<file path="src/rtl/ttl_bus_capture.sv">
// ttl_bus_capture: receive side of an octal tristate bus driver.
// Synchronizes an asynchronous 8-bit bus and its active-low strobe, waits SETTLE
// clocks after the strobe falls, captures one byte per strobe into a small FIFO
// and presents the FIFO head on a valid/ready port.
//
// Handshake: a byte is transferred on every rising clk edge where
// out_valid=1 and out_ready=1; out_data is stable while out_valid=1 and
// out_ready=0, and out_valid never drops without a transfer (except on reset).
module ttl_bus_capture #(
    parameter int WIDTH  = 8,
    parameter int DEPTH  = 4,
    parameter int SETTLE = 2
) (
    input  logic                     clk,
    input  logic                     reset,
    input  logic [WIDTH-1:0]         bus_d,
    input  logic                     strobe_n,
    output logic [WIDTH-1:0]         out_data,
    output logic                     out_valid,
    input  logic                     out_ready,
    output logic [$clog2(DEPTH):0]   count,
    output logic                     full,
    output logic                     overrun,
    input  logic                     clr_overrun
);

    localparam int PW = $clog2(DEPTH);
    localparam int CW = PW + 1;
    localparam int SW = $clog2(SETTLE + 1);

    typedef enum logic [1:0] {
        ST_IDLE   = 2'd0,
        ST_SETTLE = 2'd1,
        ST_HOLD   = 2'd2
    } state_t;

    // FSM state is kept as a named signal so checkers can bind to it.
    state_t            state;
    logic [SW-1:0]     settle_cnt;

    logic [WIDTH-1:0]  bus_m, bus_s;
    logic              stb_m, stb_s, stb_prev;
    // live[i] marks that stage i of the strobe pipeline holds a real sample
    // rather than its reset value, so a strobe held low across reset is not
    // mistaken for a falling edge.
    logic [2:0]        live;
    logic              fe;

    logic [WIDTH-1:0]  mem [DEPTH];
    logic [PW-1:0]     wr_ptr, rd_ptr;
    logic              cap, push, pop, drop;

    assign fe        = live[2] & ~stb_s & stb_prev;
    assign cap       = (state == ST_SETTLE) && !stb_s && (settle_cnt == SW'(SETTLE));
    assign out_valid = (count != '0);
    assign full      = (count == CW'(DEPTH));
    assign pop       = out_valid & out_ready;
    assign push      = cap & (!full | pop);
    assign drop      = cap & full & !pop;
    assign out_data  = mem[rd_ptr];

    // Two-flop synchronizers for bus and strobe, plus strobe edge history.
    always_ff @(posedge clk) begin
        if (reset) begin
            bus_m    <= '0;
            bus_s    <= '0;
            stb_m    <= 1'b1;
            stb_s    <= 1'b1;
            stb_prev <= 1'b1;
            live     <= '0;
        end else begin
            bus_m    <= bus_d;
            bus_s    <= bus_m;
            stb_m    <= strobe_n;
            stb_s    <= stb_m;
            stb_prev <= stb_s;
            live     <= {live[1:0], 1'b1};
        end
    end

    // Capture FSM: one sample per strobe, taken SETTLE clocks after the falling edge.
    always_ff @(posedge clk) begin
        if (reset) begin
            state      <= ST_IDLE;
            settle_cnt <= '0;
        end else begin
            case (state)
                ST_IDLE: begin
                    if (fe) begin
                        state      <= ST_SETTLE;
                        settle_cnt <= SW'(1);
                    end
                end
                ST_SETTLE: begin
                    if (stb_s) begin
                        state <= ST_IDLE;
                    end else if (settle_cnt == SW'(SETTLE)) begin
                        state <= ST_HOLD;
                    end else begin
                        settle_cnt <= settle_cnt + SW'(1);
                    end
                end
                ST_HOLD: begin
                    if (stb_s) begin
                        state <= ST_IDLE;
                    end
                end
                default: state <= ST_IDLE;
            endcase
        end
    end

    // FIFO storage; cleared on reset so the head reads zero when empty after reset.
    always_ff @(posedge clk) begin
        if (reset) begin
            for (int i = 0; i < DEPTH; i++) begin
                mem[i] <= '0;
            end
        end else if (push) begin
            mem[wr_ptr] <= bus_s;
        end
    end

    // FIFO pointers and occupancy; pointers wrap naturally since DEPTH is a power of two.
    always_ff @(posedge clk) begin
        if (reset) begin
            wr_ptr <= '0;
            rd_ptr <= '0;
            count  <= '0;
        end else begin
            if (push) begin
                wr_ptr <= wr_ptr + PW'(1);
            end
            if (pop) begin
                rd_ptr <= rd_ptr + PW'(1);
            end
            case ({push, pop})
                2'b10:   count <= count + CW'(1);
                2'b01:   count <= count - CW'(1);
                default: count <= count;
            endcase
        end
    end

    // Sticky overrun flag; a drop in the same cycle wins over the clear.
    always_ff @(posedge clk) begin
        if (reset) begin
            overrun <= 1'b0;
        end else if (drop) begin
            overrun <= 1'b1;
        end else if (clr_overrun) begin
            overrun <= 1'b0;
        end
    end

endmodule
</file>
<file path="config.mk">
export PLATFORM = sky130hd
export DESIGN_NAME = ttl_bus_capture
export DESIGN_NICKNAME = d
export VERILOG_FILES = /design/src/rtl/ttl_bus_capture.sv
export SDC_FILE = /design/constraint.sdc
export NUM_CORES = 1
export LEC_CHECK = 0
export CAP_MARGIN = 40
export CORE_MARGIN = 5
export CORE_UTILIZATION = 45
export CTS_CLUSTER_SIZE = 20
export DETAILED_ROUTE_END_ITERATION = 10
export PLACE_DENSITY = 0.68
export SYNTH_ARGS = -nofsm -noshare
export SYNTH_HDL_FRONTEND = slang
export SYNTH_SLANG_ARGS = --single-unit
</file>
<file path="constraint.sdc">
create_clock -name clk -period 2 [get_ports clk]
set_input_delay 0.3 -clock clk [delete_from_list [all_inputs] [get_ports clk]]
set_output_delay 0.3 -clock clk [all_outputs]
set_load 0.005 [all_outputs]
</file>
==> out/qor.yml <==
status: "finished, final reports clean"
crit_type: "flip-flop to output pin"
numPortBuffers: 26
dpl_cell_area_um2: 3140
reg2reg_depth: 8
final_cells: 341
whs_path_depth: 1
hold_start: "stb_m"
rrSetupSlack_ns: 0.09
setup_violations: 0
end_kind: "output pin"
worstReg2RegStart: "settle_cnt[0]"
ioPinCount: 27
row_count: 28
arrival_ns: 1.63
grt_pass1_wl_um: 7550
antennaDiodeCount: 0
drv_cap: 0
routed_wl_um: 4430
p_leak_nw: 1.18
grt_usage: 0.136
maxSlewViolCount: 0
synth-warning-count: 0
dieHeight_um: 87.0
avgSynthCellArea_um2: 12.5
cts_root_buf: "clkbuf_8"
setup.worst_path.start_class: "flip-flop"
hpwlAfterDp_um: 3180
avgRoutedWirePerCell_um: 13.0
synthCells: 214
final_area_um2: 3330
grt_max_degree: 36
hold_class: "flip-flop to flip-flop"
clock-sinks: 68
fp.dieW_um: 87.0
worst_pin_slew_ns: 0.403
antenna_left: 0
cts.clk_slew.worst_paths_ns: 0.06
finalHoldViolCount: 0
num_vias: 1654
initial_utilization: 0.456
antenna_found_initial: 0
dp.cells: 324
fin_crit_ns: 1.93
fin_util: 0.570
clk_latency_ns: 0.33
synth.distinct_cells: 42
finalNetCount: 276
yosysSeqAreaShare: 0.631
grt_pass1_vias: 1612
h-tree-depth: 3
drt_pass1_iterations: 4
peakVddDrop_mv: 0.406
fmax_ghz: 0.519
cts_buffers: 9
synth-seq-cells: 68
die_area_um2: 7560
gp_congestion: 0.854
syn_nets: 229
cts_max_path_buffers: 2
synth_area_um2: 2670
drc: 0
synth_edf_count: 32
rsz0062_at_grt: "no"
postCtsHoldBufs: 0
cts_tree: "done"
ys_async_sr_fraction: 0
reg2reg_to: "count[2]"
n_fill_cell: 509
min_to: "stb_s"
required_ns: 1.70
core_area_um2: 5850
synthFlopType: "dfxtp_1"
power_density_nw_per_um2: 793
cp_max_fo: 8
syn2layout_area_growth_pct: 25.1
min_period_over_period: 0.964
skew_ns: 0.00847
slew_headroom: 0.731
drtIter0Drc: 120
viasPerCell: 4.85
final_layout_size_suffix_gt1_frac: 0.241
overflow: 0
worst max-delay path by stage:
stage	startpoint	endpoint	slack (ns)	depth (start not counted)
2_1_floorplan	settle_cnt[0]	mem[3][0]	0.03	5
3_3_place_gp	out_ready	count[2]	-0.11	7
3_5_place_dp	out_ready	count[2]	-0.17	7
4_1_cts	count[0]	out_valid	0.02	2
5_1_grt	count[1]	out_valid	0.006	2
6_report	count[1]	out_valid	0.07	2
placed cells by master, fill, tap and decap left out, types with 2 or more instances in the layout:
master,count
inv_1,5
nand2b_1,2
clkdlybuf4s50_1,18
nor2b_1,19
clkbuf_1,4
nor2_2,8
or3_1,3
or2_2,3
dfxtp_2,2
nor3_1,2
buf_12,3
nand3_1,2
mux2_4,2
xnor2_1,3
a21oi_1,2
dlygate4sd2_1,8
mux4_2,8
nand2_1,15
dfxtp_1,34
clkbuf_8,9
nor2_1,38
buf_4,17
edfxtp_1,32
per-layer routing:
metal	up-vias	routed length, um	global-route usage
li1	825	-	-
met5	-	0	0
met3	11	215	0.0331
met4	0	140	0.102
met2	43	2110	0.208
met1	775	1970	0.167
timing repair:
action | CTS | global route
pin swaps | 0 | 0
buffers inserted | 0 | 1
setup endpoints to repair | 8 | 18
resized for setup | 9 | 4
cell families (layout without fill, tap and decap cells):
group,after synthesis,after routing,share of synthesized area
AOI/OAI and AO/OA,10,10,0.0296
buffers and inverters,15,67,0.0277
xor gates and xnor gates,4,4,0.0131
DFF,68,68,0.631
adders and majority gates,2,2,0.0122
muxes,11,11,0.0831
and+or+nand+nor,104,104,0.203
stage by stage:
stage | power (mW) | setup WS (ns) | hold WS, ns | TNS [ns]
final | 2.64 | 0.0714 | 0.421 | 0
after global routing | 2.76 | 0.00579 | 0.430 | 0
after CTS | 2.68 | 0.0213 | 0.425 | 0
after detailed placement | 1.65 | -0.168 | 0.409 | -1.94
after global placement | 1.65 | -0.111 | 0.392 | -0.901
after floorplan | 1.58 | 0.0288 | 0.389 | 0
cells in the mapped netlist, types with 3 or more instances:
| cell type | count | share of area |
|---|---|---|
| or3_1 | 4 | 0.0094 |
| dfxtp_1 | 36 | 0.27 |
| nor2_1 | 38 | 0.054 |
| or2_2 | 3 | 0.0070 |
| edfxtp_1 | 32 | 0.36 |
| mux4_2 | 8 | 0.068 |
| inv_1 | 5 | 0.0070 |
| nor2_2 | 8 | 0.019 |
| nand2_1 | 15 | 0.021 |
| clkbuf_1 | 5 | 0.0070 |
| xnor2_1 | 3 | 0.0099 |
| nor2b_1 | 19 | 0.045 |
where the power goes:
part	internal, mW	switching, mW	leakage, nW
Combinational	0.0600	0.0490	0.462
Sequential	1.49	0.0112	0.626
Clock	0.572	0.458	0.0890
state kept, by name (all words and copies together) (netlist names), 3 cells and up, named ones only:
name / flops
bus_s: 8
count: 3
live: 3
mem: 32
bus_m: 8
final cells by class:
| class | count | area, um^2 | share of cell area |
|---|---|---|---|
| Clock buffer | 13 | 139 | 0.0417 |
| Clock inverter | 3 | 38.8 | 0.0116 |
| Inverter | 5 | 18.8 | 0.00563 |
| Multi-Input combinational cell | 131 | 922 | 0.277 |
| Sequential cell | 68 | 1680 | 0.505 |
| Tap cell | 75 | 93.8 | 0.0281 |
| Timing Repair Buffer | 46 | 438 | 0.131 |
critical path, stage by stage (launching register included):
cell and delay, ns:
dfxtp_1 0.38, or3_2 0.46, clkdlybuf4s50_1 0.45
No activity file was read; power rests on OpenSTA's default activity.
